### src/rtl/mux_arb_pkg.sv
// rtl/mux_arb_pkg.sv - shared types and constants for the round-robin mux arbiter
// Optional feature macro used by importers: MUX_ARB_TIMEOUT_EN
package mux_arb_pkg;

    localparam int N_SRC = 8;
    localparam int IDX_W = 3;

    typedef enum logic {
        IDLE  = 1'b0,
        GRANT = 1'b1
    } state_e;

    function automatic logic [N_SRC-1:0] idx2onehot(input logic [IDX_W-1:0] idx);
        return N_SRC'(1) << idx;
    endfunction

endpackage

### src/rtl/rr_pick8.sv
// rtl/rr_pick8.sv - combinational round-robin winner search over 8 requests
// Ports:
//   req_mask_i [7:0] : candidate requests
//   ptr_i      [2:0] : last granted index; search starts at ptr_i+1
//   idx_o      [2:0] : first set request in search order
//   found_o          : any bit of req_mask_i set
module rr_pick8
    import mux_arb_pkg::*;
(
    input  logic [N_SRC-1:0] req_mask_i,
    input  logic [IDX_W-1:0] ptr_i,
    output logic [IDX_W-1:0] idx_o,
    output logic             found_o
);

    logic [IDX_W-1:0] cand;

    // Offsets 1..8 visit every index once, ending on ptr_i itself; the 3-bit
    // add wraps modulo 8 naturally.
    always_comb begin
        idx_o   = '0;
        found_o = 1'b0;
        cand    = '0;
        for (int i = 1; i <= N_SRC; i++) begin
            cand = ptr_i + IDX_W'(i);
            if (!found_o && req_mask_i[cand]) begin
                found_o = 1'b1;
                idx_o   = cand;
            end
        end
    end

endmodule

### src/rtl/mux_arb_sched.sv
// rtl/mux_arb_sched.sv - round-robin arbitrated 8:1 bit mux with optional hold timeout
// Optional feature macro: MUX_ARB_TIMEOUT_EN (hold counter limited by HOLD_MAX)
// Ports:
//   clk        : clock, rising edge
//   rst        : synchronous active-high reset
//   req  [7:0] : per-source request, held until served, dropped to release
//   in   [7:0] : per-source data bit
//   gnt  [7:0] : registered one-hot grant
//   sel  [2:0] : registered owner index
//   y          : in[sel] while busy, else 0
//   busy       : high while in GRANT
module mux_arb_sched
    import mux_arb_pkg::*;
#(
    parameter int HOLD_MAX = 4
) (
    input  logic             clk,
    input  logic             rst,
    input  logic [N_SRC-1:0] req,
    input  logic [N_SRC-1:0] in,
    output logic [N_SRC-1:0] gnt,
    output logic [IDX_W-1:0] sel,
    output logic             y,
    output logic             busy
);

    if (HOLD_MAX < 1) begin : g_bad_hold_max
        $error("HOLD_MAX must be at least 1");
    end

    state_e           state_q, state_d;
    logic [N_SRC-1:0] gnt_q, gnt_d;
    logic [IDX_W-1:0] sel_q, sel_d;
    logic [IDX_W-1:0] ptr_q, ptr_d;

    logic [N_SRC-1:0] pick_mask;
    logic [IDX_W-1:0] pick_idx;
    logic             pick_found;
    logic             hold_expired;

    // While granted the owner is masked out: if it released, its bit is 0
    // anyway; if it is being pre-empted, it must not win again.
    assign pick_mask = (state_q == GRANT) ? (req & ~gnt_q) : req;

    rr_pick8 u_pick (
        .req_mask_i (pick_mask),
        .ptr_i      (ptr_q),
        .idx_o      (pick_idx),
        .found_o    (pick_found)
    );

`ifdef MUX_ARB_TIMEOUT_EN
    localparam int CNT_W = (HOLD_MAX > 1) ? $clog2(HOLD_MAX) : 1;
    localparam logic [CNT_W-1:0] HOLD_LIMIT = CNT_W'(HOLD_MAX - 1);

    logic [CNT_W-1:0] cnt_q, cnt_d;

    assign hold_expired = (cnt_q == HOLD_LIMIT);

    // Cleared on every new grant, counts each held GRANT cycle, saturates at
    // the limit so a lone owner keeps the bus.
    always_comb begin
        cnt_d = cnt_q;
        if (state_d == GRANT && gnt_d != gnt_q) begin
            cnt_d = '0;
        end else if (state_q == GRANT && !hold_expired) begin
            cnt_d = cnt_q + CNT_W'(1);
        end
    end

    always_ff @(posedge clk) begin
        if (rst) begin
            cnt_q <= '0;
        end else begin
            cnt_q <= cnt_d;
        end
    end
`else
    assign hold_expired = 1'b0;
`endif

    always_comb begin
        state_d = state_q;
        gnt_d   = gnt_q;
        sel_d   = sel_q;
        ptr_d   = ptr_q;
        case (state_q)
            IDLE: begin
                gnt_d = '0;
                if (pick_found) begin
                    state_d = GRANT;
                    gnt_d   = idx2onehot(pick_idx);
                    sel_d   = pick_idx;
                    ptr_d   = pick_idx;
                end
            end
            GRANT: begin
                if (!req[sel_q] || hold_expired) begin
                    if (pick_found) begin
                        gnt_d = idx2onehot(pick_idx);
                        sel_d = pick_idx;
                        ptr_d = pick_idx;
                    end else if (!req[sel_q]) begin
                        state_d = IDLE;
                        gnt_d   = '0;
                    end
                end
            end
            default: begin
                state_d = IDLE;
                gnt_d   = '0;
            end
        endcase
    end

    always_ff @(posedge clk) begin
        if (rst) begin
            state_q <= IDLE;
            gnt_q   <= '0;
            sel_q   <= '0;
            ptr_q   <= IDX_W'(N_SRC - 1);
        end else begin
            state_q <= state_d;
            gnt_q   <= gnt_d;
            sel_q   <= sel_d;
            ptr_q   <= ptr_d;
        end
    end

    assign gnt  = gnt_q;
    assign sel  = sel_q;
    assign busy = (state_q == GRANT);

    always_comb begin
        y = 1'b0;
        if (busy) begin
            for (int i = 0; i < N_SRC; i++) begin
                if (sel_q == IDX_W'(i)) begin
                    y = in[i];
                end
            end
        end
    end

endmodule

### config.mk
export PLATFORM = sky130hd
export DESIGN_NAME = mux_arb_sched
export DESIGN_NICKNAME = d
export VERILOG_FILES = /design/src/rtl/mux_arb_pkg.sv /design/src/rtl/rr_pick8.sv /design/src/rtl/mux_arb_sched.sv
export SDC_FILE = /design/constraint.sdc
export NUM_CORES = 1
export LEC_CHECK = 0
export ABC_AREA = 1
export BUFFER_PORTS_ARGS = -buffer_cell sky130_fd_sc_hd__buf_2
export CAP_MARGIN = 25
export CELL_PAD_IN_SITES_DETAIL_PLACEMENT = 1
export CELL_PAD_IN_SITES_GLOBAL_PLACEMENT = 2
export CORE_AREA = 2 2 76 78
export DETAILED_ROUTE_END_ITERATION = 7
export DIE_AREA = 0 0 78 80
export GPL_TIMING_DRIVEN = 0
export PLACE_DENSITY_LB_ADDON = 0.1
export REMOVE_ABC_BUFFERS = 1
export SETUP_SLACK_MARGIN = 0.3
export SLEW_MARGIN = 10
export SYNTH_ARGS = -nofsm -noshare
export SYNTH_HDL_FRONTEND = slang
export SYNTH_SLANG_ARGS = --single-unit
### constraint.sdc
create_clock -name clk -period 4.03 [get_ports clk]
set_clock_uncertainty 0.2 [all_clocks]
set_input_delay 0.6045 -clock clk [delete_from_list [all_inputs] [get_ports clk]]
set_output_delay 0.6045 -clock clk [all_outputs]
set_load 0.005 [all_outputs]
==> metrics.yaml <==
sta:
  fmax_ghz: 0.296
  min_period_ns: 3.38
  relSlewSlack: 0.727
  period_share: 0.839
  worstMarginPinSlew_ns: 0.407
  fin_setup_tns_ns: 0
  final_max_slew_viol_count: 0
  final-setup-viol-count: 0
  rsz0062_at_grt: "false"
  hold_violations: 0
hold_path:
  worstHoldPathCells: 2
  hp-start: "gnt[5]"
  holdPathEnd: "gnt[5]"
  hold_path.class: "register to register"
grt:
  track_usage: 0.185
  use_met1: 0.247
  grt_pass1_vias: 1864
  antenna_found_initial: 0
  grtUsageMet3: 0.0147
  grt_max_degree: 16
  busiest_layer: "met2"
  grt_overflow_total: 0
  gr-usage-met2: 0.332
  grt_pass1_wl_um: 9090
cells_and_area:
  diodes: 0
  nets: 321
  seq_area_um2: 303
  multi_input_area_mm2: 0.00112
  num-fill-cells: 754
  area_growth_pct: 14.9
  drive_above_1_share: 0.207
die:
  die_area_mm2: 0.00624
  rows: 27
  die_w_um: 78
  core_area_mm2: 0.00541
  start_util: 0.293
  chipHeight_um: 80
  ios: 31
yosys:
  netlist_area_mm2: 0.00158
  synth_top_area_cell: "dfxtp_1"
  synth_area_leaders: "dfxtp_1, nand3_1, nand2_1, nor2_1, inv_1"
  avgSynthCellArea_um2: 5.80
  ys_ff_latch: 15
  yosysWarnings: 0
  ys_types: 33
  yosysTopAreaCellShare: 0.190
  ys_seq_area_frac: 0.190
  synth_cells: 273
placement:
  dp_hpwl_um: 4520
  place_congestion: 0.764
  portBuffers: 30
routing:
  vias: 1857
  firstDrtPassIters: 4
  wl_per_cell_um: 14.8
  detail_route.vias_per_cell: 4.99
  wl_um: 5500
  initialDrtViolationCount: 81
  ant_nets: 0
  drc: 0
worst_setup_path:
  path_class: "register to register"
  required_ns: 4.02
  crit_chain: "inv_2, ha_1, inv_1, nand3_1, nand2_1, nor2_1, a31oi_2, nand4_1, nor2_1, nor2_2, nand3_1, nor2_1, nor2_1, nor2_1"
  path_common_cell: "nor2_1"
  crit_path_max_fanout: 15
  crit_buf_inv: 2
  endpoint_kind: "register"
  slowest_delay_ns: 0.54
  rrSetupSlack_ns: 0.65
  cp_top_family: "simple AND/OR/NAND/NOR gates"
  worst_r2r_path_depth: 14
  reg2reg_to: "gnt[3]"
  critPathSlowestCell: "dfxtp_2"
  setup.worst_path.start_class: "register"
  r2r_start: "ptr_q[0]"
  cp_data_arrival_time_ns: 3.37
outcome:
  status: "completed"
clock_network:
  cts_resized: 1
  cts_tree: "yes"
  cts_buffer_depth: 2
  clk_latency_ns: 0.25
  cts_hold_buf: 0
  clock_sinks: 15
  postCtsSetupBuffers: 0
  cts_htree_levels: 1
  cts_buffers: 3
  clk_pin_slew_worst_paths_ns: 0.06
  root_buffer: "clkbuf_8"
job:
  maxCapViolCount: 0
-- worst max path at each step --
stage	startpoint	slack, ns	to	depth (start not counted)
floorplan	ptr_q[0]	1.28	gnt[2]	14
global placement	ptr_q[0]	0.28	gnt[3]	14
detailed placement	ptr_q[0]	0.28	gnt[3]	14
CTS	ptr_q[1]	0.43	gnt[3]	14
global route	ptr_q[0]	0.34	gnt[4]	16
finish	ptr_q[0]	0.65	gnt[3]	14
-- through the flow --
| step | std cells | area, um2 | util | setup WS [ns] | hold slack [ns] |
|---|---|---|---|---|---|
| 2_1_floorplan | 266 | 1530 | - | 1.28 | 0.269 |
| 3_3_place_gp | 368 | 1770 | 0.327 | 0.281 | 0.319 |
| 3_5_place_dp | 368 | 1770 | 0.327 | 0.283 | 0.314 |
| 4_1_cts | 372 | 1810 | 0.335 | 0.431 | 0.330 |
| 5_1_grt | 372 | 1820 | 0.337 | 0.339 | 0.345 |
| 6_report | 372 | 1820 | 0.337 | 0.651 | 0.318 |
-- area by class of cell --
type / instances / area share
tap: 72 / 0.0495
multi-input combinational: 221 / 0.614
inverter: 30 / 0.0632
sequential: 15 / 0.166
clock buffer: 4 / 0.0247
timing repair buffer: 30 / 0.0825
-- sequential cells by signal, summed over array words and instances, names as in the netlist --
| name | count |
|---|---|
| busy | 1 |
| gnt | 8 |
| ptr_q | 3 |
| sel | 3 |
-- tightest hold or removal path, cell delays in order (launching register included) --
cell,delay (ns)
dfxtp_1,0.34
nand2_1,0.08
a21oi_1,0.05
-- synth_stat cells --
master and number:
a41oi_1 1, inv_2 5, clkbuf_1 1, or2_4 1
a21oi_2 1, buf_4 2, buf_6 3, dfxtp_1 15
xor2_1 1, a221oi_1 1, xnor2_2 1, ha_1 2
a22o_1 2, nand2_1 69, nand4_1 9, nor2_1 43
o21ai_1 2, nand3_1 53, a22oi_1 1, o211ai_1 4
nand2_4 1, nand4_2 1, buf_2 1, o21ai_0 2
nor2_2 3, nand3_2 6, inv_1 24, nor2_4 2
o21bai_1 1, inv_4 1, nand2_2 4, a21oi_1 9
a31oi_1 1
-- metal layers --
layer,wire [um],vias to the layer above
met5,0,-
met4,21,0
met3,80,5
met2,2640,17
met1,2760,873
li1,-,962
-- cells by family (layout without fill, tap and decap cells) --
kind of cell               after synthesis  after routing  synth area share
xor gates and xnor gates                 2              2            0.0158
DFF                                     15             15             0.190
buffers and inverters                   37             64             0.109
AOI/OAI and AO/OA                       25             25             0.101
adders and majority gates                2              2            0.0158
and+or+nand+nor                        192            192             0.569
-- placed cells by master (no fill, tap or decap), types with 5 or more instances in the layout --
| cell type | n |
|---|---|
| buf_2 | 30 |
| nor2_1 | 43 |
| nand4_1 | 9 |
| a21oi_1 | 9 |
| nand3_1 | 53 |
| inv_2 | 5 |
| nand3_2 | 6 |
| nand2_1 | 69 |
| inv_1 | 24 |
| dfxtp_1 | 13 |
Power is not shown: default switching activity piles up to over one toggle a cycle in this logic, so the estimate is an artifact.
